<file path="src/rtl/fp_mantissa_sub_norm.sv">
`default_nettype none
// ============================================================================
//  Module      : fp_mantissa_sub_norm
//  Description : Iterative subtract-and-normalise unit for the effective-
//                subtraction path of the 32-bit floating-point datapath.
//                Takes two pre-aligned mantissas that share one exponent,
//                forms |a - b| and its sign, then left-normalises the
//                magnitude while decrementing the exponent. The exponent
//                never goes below zero; if it runs out before the MSB is
//                set, the result is flagged as denormal.
//
//  Build option: FAST_NORM_EN
//                Undefined : one bit of left shift per NORM cycle.
//                Defined   : each NORM cycle shifts by min(lz4, exp), where
//                            lz4 is the leading-zero count of the top four
//                            magnitude bits (4 if all zero). Results are the
//                            same either way; only latency changes.
//
//  Ports       : clk        - single clock
//                rst_n      - synchronous active-low reset
//                in_valid   - operands valid
//                in_ready   - unit idle, can accept operands
//                a_man      - minuend mantissa (aligned), MAN_W bits
//                b_man      - subtrahend mantissa (aligned), MAN_W bits
//                exp_in     - common exponent, EXP_W bits
//                out_valid  - result valid (held until out_ready)
//                out_ready  - downstream accepts result
//                res_man    - normalised magnitude, MAN_W bits
//                res_exp    - adjusted exponent, EXP_W bits
//                res_sign   - 1 when b_man > a_man
//                res_zero   - difference was zero
//                res_denorm - exponent exhausted before normalisation
//
//  Revision    : 1.0 - initial release
// ============================================================================
module fp_mantissa_sub_norm #(
    parameter int MAN_W = 24,
    parameter int EXP_W = 8
) (
    input  logic             clk,
    input  logic             rst_n,
    input  logic             in_valid,
    output logic             in_ready,
    input  logic [MAN_W-1:0] a_man,
    input  logic [MAN_W-1:0] b_man,
    input  logic [EXP_W-1:0] exp_in,
    output logic             out_valid,
    input  logic             out_ready,
    output logic [MAN_W-1:0] res_man,
    output logic [EXP_W-1:0] res_exp,
    output logic             res_sign,
    output logic             res_zero,
    output logic             res_denorm
);

    // ------------------------------------------------------------------------
    // State encoding
    // ------------------------------------------------------------------------
    typedef enum logic [1:0] {
        ST_IDLE = 2'd0,
        ST_SUB  = 2'd1,
        ST_NORM = 2'd2,
        ST_DONE = 2'd3
    } state_t;

    state_t r_state;
    state_t w_state_nxt;

    // ------------------------------------------------------------------------
    // Registers and their next-state values
    // ------------------------------------------------------------------------
    logic [MAN_W-1:0] r_a, w_a_nxt;
    logic [MAN_W-1:0] r_b, w_b_nxt;
    logic [MAN_W-1:0] r_mag, w_mag_nxt;
    logic [EXP_W-1:0] r_exp, w_exp_nxt;
    logic             r_sign, w_sign_nxt;
    logic             r_zero, w_zero_nxt;
    logic             r_denorm, w_denorm_nxt;
    logic             r_out_valid, w_out_valid_nxt;

    // ------------------------------------------------------------------------
    // Subtraction datapath
    // a + ~b + 1 in MAN_W+1 bits: the carry-out is set exactly when a >= b,
    // in which case the low MAN_W bits are already the magnitude.
    // ------------------------------------------------------------------------
    logic [MAN_W:0]   w_diff;
    logic [MAN_W-1:0] w_rev_diff;
    logic             w_carry;

    assign w_diff     = {1'b0, r_a} + {1'b0, ~r_b} + {{MAN_W{1'b0}}, 1'b1};
    assign w_carry    = w_diff[MAN_W];
    assign w_rev_diff = r_b - r_a;

    // ------------------------------------------------------------------------
    // Normalisation shift amount
    // The shift step is only taken when mag != 0, mag MSB == 0 and exp != 0,
    // so the amount is always at least 1 and never exceeds the exponent.
    // ------------------------------------------------------------------------
    logic [2:0]       w_shamt;
    logic [EXP_W-1:0] w_shamt_ext;
    logic [MAN_W-1:0] w_shift_mag;

`ifdef FAST_NORM_EN
    logic [2:0] w_lz4;
    logic       w_exp_lt_lz4;

    always_comb begin
        w_lz4 = 3'd4;
        casez (r_mag[MAN_W-1 -: 4])
            4'b1???: w_lz4 = 3'd0;
            4'b01??: w_lz4 = 3'd1;
            4'b001?: w_lz4 = 3'd2;
            4'b0001: w_lz4 = 3'd3;
            default: w_lz4 = 3'd4;
        endcase
    end

    // Clamp to the remaining exponent so it cannot wrap below zero.
    assign w_exp_lt_lz4 = (r_exp < {{(EXP_W-3){1'b0}}, w_lz4});
    assign w_shamt      = w_exp_lt_lz4 ? r_exp[2:0] : w_lz4;
`else
    assign w_shamt = 3'd1;
`endif

    assign w_shamt_ext = {{(EXP_W-3){1'b0}}, w_shamt};
    assign w_shift_mag = r_mag << w_shamt;

    // ------------------------------------------------------------------------
    // Next-state and datapath control
    // ------------------------------------------------------------------------
    always_comb begin
        w_state_nxt     = r_state;
        w_a_nxt         = r_a;
        w_b_nxt         = r_b;
        w_mag_nxt       = r_mag;
        w_exp_nxt       = r_exp;
        w_sign_nxt      = r_sign;
        w_zero_nxt      = r_zero;
        w_denorm_nxt    = r_denorm;
        w_out_valid_nxt = r_out_valid;

        case (r_state)
            ST_IDLE: begin
                if (in_valid) begin
                    w_a_nxt      = a_man;
                    w_b_nxt      = b_man;
                    w_exp_nxt    = exp_in;
                    w_sign_nxt   = 1'b0;
                    w_zero_nxt   = 1'b0;
                    w_denorm_nxt = 1'b0;
                    w_state_nxt  = ST_SUB;
                end
            end

            ST_SUB: begin
                if (w_carry) begin
                    w_mag_nxt  = w_diff[MAN_W-1:0];
                    w_sign_nxt = 1'b0;
                end else begin
                    w_mag_nxt  = w_rev_diff;
                    w_sign_nxt = 1'b1;
                end
                w_state_nxt = ST_NORM;
            end

            ST_NORM: begin
                if (r_mag == '0) begin
                    // Exact cancellation: canonical +0 with zero exponent.
                    w_zero_nxt  = 1'b1;
                    w_exp_nxt   = '0;
                    w_sign_nxt  = 1'b0;
                    w_state_nxt = ST_DONE;
                end else if (r_mag[MAN_W-1]) begin
                    w_state_nxt = ST_DONE;
                end else if (r_exp == '0) begin
                    w_denorm_nxt = 1'b1;
                    w_state_nxt  = ST_DONE;
                end else begin
                    w_mag_nxt = w_shift_mag;
                    w_exp_nxt = r_exp - w_shamt_ext;
                end
            end

            ST_DONE: begin
                // out_valid is registered, so it rises one cycle after DONE
                // is entered and falls on the same edge that returns to IDLE.
                if (!r_out_valid) begin
                    w_out_valid_nxt = 1'b1;
                end else if (out_ready) begin
                    w_out_valid_nxt = 1'b0;
                    w_state_nxt     = ST_IDLE;
                end
            end

            default: begin
                w_state_nxt = ST_IDLE;
            end
        endcase
    end

    // ------------------------------------------------------------------------
    // State and datapath registers
    // ------------------------------------------------------------------------
    always_ff @(posedge clk) begin
        if (!rst_n) begin
            r_state     <= ST_IDLE;
            r_a         <= '0;
            r_b         <= '0;
            r_mag       <= '0;
            r_exp       <= '0;
            r_sign      <= 1'b0;
            r_zero      <= 1'b0;
            r_denorm    <= 1'b0;
            r_out_valid <= 1'b0;
        end else begin
            r_state     <= w_state_nxt;
            r_a         <= w_a_nxt;
            r_b         <= w_b_nxt;
            r_mag       <= w_mag_nxt;
            r_exp       <= w_exp_nxt;
            r_sign      <= w_sign_nxt;
            r_zero      <= w_zero_nxt;
            r_denorm    <= w_denorm_nxt;
            r_out_valid <= w_out_valid_nxt;
        end
    end

    // ------------------------------------------------------------------------
    // Outputs
    // in_ready is gated by rst_n so it stays low for the whole reset period.
    // ------------------------------------------------------------------------
    assign in_ready   = rst_n && (r_state == ST_IDLE);
    assign out_valid  = r_out_valid;
    assign res_man    = r_mag;
    assign res_exp    = r_exp;
    assign res_sign   = r_sign;
    assign res_zero   = r_zero;
    assign res_denorm = r_denorm;

endmodule
`default_nettype wire

</file>
<file path="config.mk">
export PLATFORM = sky130hd
export DESIGN_NAME = fp_mantissa_sub_norm
export DESIGN_NICKNAME = d
export VERILOG_FILES = /design/src/rtl/fp_mantissa_sub_norm.sv
export SDC_FILE = /design/constraint.sdc
export NUM_CORES = 1
export LEC_CHECK = 0
export CELL_PAD_IN_SITES_DETAIL_PLACEMENT = 1
export CELL_PAD_IN_SITES_GLOBAL_PLACEMENT = 1
export CORE_ASPECT_RATIO = 0.6
export CORE_MARGIN = 3
export CORE_UTILIZATION = 35
export CTS_CLUSTER_SIZE = 12
export DETAILED_ROUTE_END_ITERATION = 7
export PLACE_DENSITY = 0.74
export SLEW_MARGIN = 20
export SYNTH_ARGS = -nofsm -noshare
export SYNTH_HDL_FRONTEND = slang
export SYNTH_SLANG_ARGS = --single-unit
</file>
<file path="constraint.sdc">
create_clock -name clk -period 5.9 [get_ports clk]
set_input_delay 1.18 -clock clk [delete_from_list [all_inputs] [get_ports clk]]
set_output_delay 1.18 -clock clk [all_outputs]
set_load 0.02 [all_outputs]
</file>
Yosys cells after proc, flatten, opt, wreduce, memory -nomap -nowiden
Cells that the tools add are included.
{ "op_classes": {"magnitude_cmp": 0, "multipliers": 0, "shifts": 0, "n_mux": 29, "n_bitwise": 1, "n_eq_ne": 14, "addsub": 4, "n_reduce_logical": 15, "n_div": 0} }
{ "op_table": {"columns": ["cell", "n"], "rows": [
  ["$mux W24", 4],
  ["$pmux W24 S2", 1],
  ["$mux W8", 4],
  ["$add A24 B24 Y25", 1],
  ["$add A25 B1 Y25 const B", 1],
  ["$logic_not A24 Y1", 1],
  ["$not A24 Y24", 1],
  ["$sub A24 B24 Y24", 1],
  ["$ne A2 B2 Y1 const B", 8],
  ["$pmux W8 S2", 1],
  ["$mux W2", 6],
  ["$reduce_and A4 Y1", 3],
  ["$mux W1", 9],
  ["$logic_not A8 Y1", 1],
  ["$pmux W2 S4", 1],
  ["$sub A8 B1 Y8 const B", 1],
  ["$ne A3 B3 Y1 const B", 2],
  ["$reduce_and A3 Y1", 2],
  ["$reduce_and A5 Y1", 1],
  ["$eq A2 B2 Y1 const B", 2],
  ["$ne A4 B4 Y1 const B", 1],
  ["$pmux W1 S2", 2],
  ["$reduce_and A2 Y1", 2],
  ["$reduce_bool A2 Y1", 2],
  ["5 further kinds", 5]
]} }
{ "word_totals": {"rom_bits": 0, "input_bits": 60, "mem_count": 0, "out_inout_bits": 37, "ramBits": 0, "elab_cells": 73, "register_bits": 86, "latchBits": 0} }

Depth between registers and ports, before layout
{ "depth": {"word_depth": 5, "ltp_mapped": 14, "depth_no_buf": 12} }

Worst setup path before layout
No wires, ideal clock.
{ "synth_timing": {"kind": "register to register", "start": "reg r_a[0]", "end": "reg r_mag[9] (netlist: res_man[9])", "stages_incl_launch_ff": 14, "arrival_ps": 2945, "required_time_ps": 5821, "synth_period_minus_slack_ps": 3024, "setup_ps": 79, "path_buffers": 1, "slack_ps": 2876, "cell_sequence": "dfxtp_1 inv_1 ha_1 fa_1 nand2b_1 a211o_1 a21oi_2 o21ai_2 a21o_1 buf_6 a311oi_1 o31a_1 mux2_4 a211oi_2"} }
{ "synth_between": {"elab_chain_len": 4, "word_cells_on_any_way": 5, "classes_between": "add/sub: 3; mux: 2"} }
{ "synth_rtl": {"columns": ["element", "line_no", "text"], "rows": [
  ["start: declaration", "72", "logic [MAN_W-1:0] r_a, w_a_nxt;"],
  ["start signal: assignment", "217", "r_a <= w_a_nxt;"],
  ["$add A24 B24 Y25", "90", "assign w_diff = {1'b0, r_a} + {1'b0, ~r_b} + {{MAN_W{1'b0}}, 1'b1};"],
  ["$add A25 B1 Y25", "90", null],
  ["$mux W24 *", "156", "if (w_carry) begin"],
  ["$pmux W24 S2 *", "142", "case (r_state)"],
  ["end signal: assignment", "219", "r_mag <= w_mag_nxt;"],
  ["end: declaration", "74", "logic [MAN_W-1:0] r_mag, w_mag_nxt;"]
]} }
Mark *: on every way between the ends. The rest lies on a longest branch, timed or not.
A chain may end at the register's enable or synchronous reset.

Final worst setup path
{ "layout_timing": {"start": "reg r_a[0]", "end": "reg r_mag[21] (netlist: res_man[21])"} }
The elaborated chain is that of the path after synthesis.

==> results.cfg <==
[run_status]
status = complete, no violations

[detailed_routing]
avgViaCountPerCell = 5.63
drt_pass1_iterations = 5
first_iter_violations = 534
ant_nets = 0
wl_per_cell_um = 19.0
vias = 6692
routed_wl_um = 22500
drcViolationCount = 0

[logic_synthesis]
ys_ff_latch = 86
synth_top_area_cell = dfxtp_1
synth_edf_count = 0
synthArstFlopShare_pct = 0
ys.flop_type = dfxtp_1
synth.most_common_cell = nand2_1
yosys.area.top_type_share_pct = 27.1
synth_common_cells = nand2_1 (150), a21oi_1 (106), dfxtp_1 (86)
synth_area_um2 = 6360
syn_nets = 998
avgSynthCellArea_um2 = 7.19
synth_area_leaders = dfxtp_1 (27%), ha_1 (10%), nand2_1 (8.9%)
yosysWarningCount = 0
seq_area_frac_synth_pct = 27.1
syn_inst = 884
ys_types = 71

[global_routing]
grt.total_usage_pct = 22.5
grt_pass1_vias = 6405
antenna_found_initial = 0
grt_first_pass_wirelength_um = 35800
grt_start_max_net_pins = 51
grt-ovfl-total = 0

[sta]
hold_viol_final = 0
max_freq_ghz = 0.268
drv_slew = 0
period_minus_slack_ps = 3740
tns_ps = 0
clock-skew-final_ps = 5.30
rsz0062_at_grt = no
worst_pin_slew_ps = 936
final-setup-viol-count = 0
max-slew-margin-rel_pct = 37.6
period_share_pct = 63.3

[cells_and_area]
area_delta_synth_final_pct = 22.7
n_antenna_cell = 0
ff_latch_area_um2 = 1720
fillers = 2186
drive_gt1_share_pct = 4.30
multi_input_area_um2 = 4200
fin_nets = 1063
final_area_um2 = 7800

[pwr]
powerDensity_nw_per_um2 = 581
vdd_drop_max_mv = 0.194
power_leakage_nw = 3.08

[flow_run]
cap_violations = 0

[placed_design]
place_congestion = 0.926
portBuffers = 96
placed_cell_area_um2 = 7460
hpwlAfterDp_um = 17000

[worst_setup_path]
critPathKind = flip-flop to flip-flop
critPathMaxFanout = 14
required_ps = 6150
critPathArrivalTime_ps = 3990
critPathCaptureType = flip-flop
startpoint_type = flip-flop

[hold_path]
hold_path_class = flip-flop to flip-flop

[floorplan]
initial_utilization_pct = 36.4
die_area_um2 = 19900
die_h_um = 110
die_w_um = 180
core_area_um2 = 17500
rows = 37
ios = 97

[clock_tree]
htree_levels = 3
postCtsHoldBufs = 0
ctsResizeCount = 0
cts_tree = built
insertion_delay_ps = 340
clock_path_buffers = 2
cts_buffers = 9
post-cts-setup-buffer-count = 0
path_clk_slew_ps = 70
cts.sink_count = 86
root_buffer = clkbuf_16
[through the flow]
| stage | worst slack, ps | power [mW] | cells | utilization, % | hold slack (ps) |
|---|---|---|---|---|---|
| global placement | 2110 | 3.75 | 1172 | 42.8 | 455 |
| finish | 2160 | 4.54 | 1188 | 44.7 | 468 |
| detailed placement | 1910 | 3.79 | 1172 | 42.8 | 461 |
| floorplan | 2880 | 2.87 | 884 | - | 443 |
| global route | 2000 | 4.87 | 1188 | 44.7 | 497 |
| CTS | 1870 | 4.47 | 1188 | 44.7 | 471 |
[registers in the layout, summed over array words and instances, names as in the netlist]
name / flops
r_b: 24
res_exp: 8
r_a: 24
out_valid: 1
res_man: 24
r_state: 2
res_zero: 1
res_denorm: 1
res_sign: 1
[critical path, cell delays in order (launching register included)]
cell and delay (ps):
dfxtp_1 350, inv_1 50, ha_1 220, fa_1 410
nand2b_1 170, a211o_1 310, a21oi_2 230, o21ai_2 250
a21oi_2 640, o21ai_0 310, a41oi_1 350, xor2_1 100
a311oi_1 250
[layout by cell type, fill, tap and decap left out, types with 12 or more instances in the layout]
master and count:
nand2_1 150, a21oi_1 105, clkdlybuf4s50_1 96, dfxtp_1 86, o21ai_0 63, inv_1 62, nor2_1 54, ha_1 52
nand3_1 24, a21boi_0 23, nor2b_1 17, nor4_1 14, nand2b_1 13, a31oi_1 13, mux2i_1 12
[power breakdown]
group,internal (mW),total [mW],switching (mW)
combinational,1.11,3.00,1.89
clock,0.386,0.645,0.259
sequential,0.727,0.893,0.166
total,2.22,4.54,2.32
[logic make-up (layout without fill, tap and decap cells)]
logic type / count (synthesis) / count (layout) / share of synthesized area [%]
flip-flops: 86 / 86 / 27.1
buffers and inverters: 112 / 182 / 6.87
multiplexers: 14 / 14 / 2.30
XOR/XNOR: 9 / 9 / 1.24
AND/OR/NAND/NOR: 321 / 321 / 23.6
adder cells (fa/ha/maj): 54 / 54 / 10.9
AO/OA/AOI/OAI: 288 / 288 / 28.1
[final cells by class]
type	instances	share of cell area [%]
Sequential cell	86	22.1
Clock buffer	10	3.06
Tap cell	234	3.75
Inverter	63	3.03
Multi-Input combinational cell	686	53.9
Timing Repair Buffer	103	13.0
Clock inverter	6	1.20
[path summary, 6_finish.rpt]
path | startpoint | cells after the start | end | slack, ps
setup / recovery | r_a[0] | 12 | res_man[21] | 2160
hold / removal | r_b[23] | 2 | r_b[23] | 470
setup reg to reg | r_a[0] | 12 | res_man[21] | 2160
hold reg to reg | r_b[23] | 2 | r_b[23] | 470
[layer usage]
| layer | global-route usage (%) | up-vias | wire, µm |
|---|---|---|---|
| li1 | - | 3251 | - |
| met4 | 3.14 | 0 | 186 |
| met5 | 0 | - | 0 |
| met2 | 30.7 | 246 | 8210 |
| met1 | 34.8 | 3176 | 12100 |
| met3 | 6.95 | 19 | 2080 |
Power figures use the tool's default switching activity.
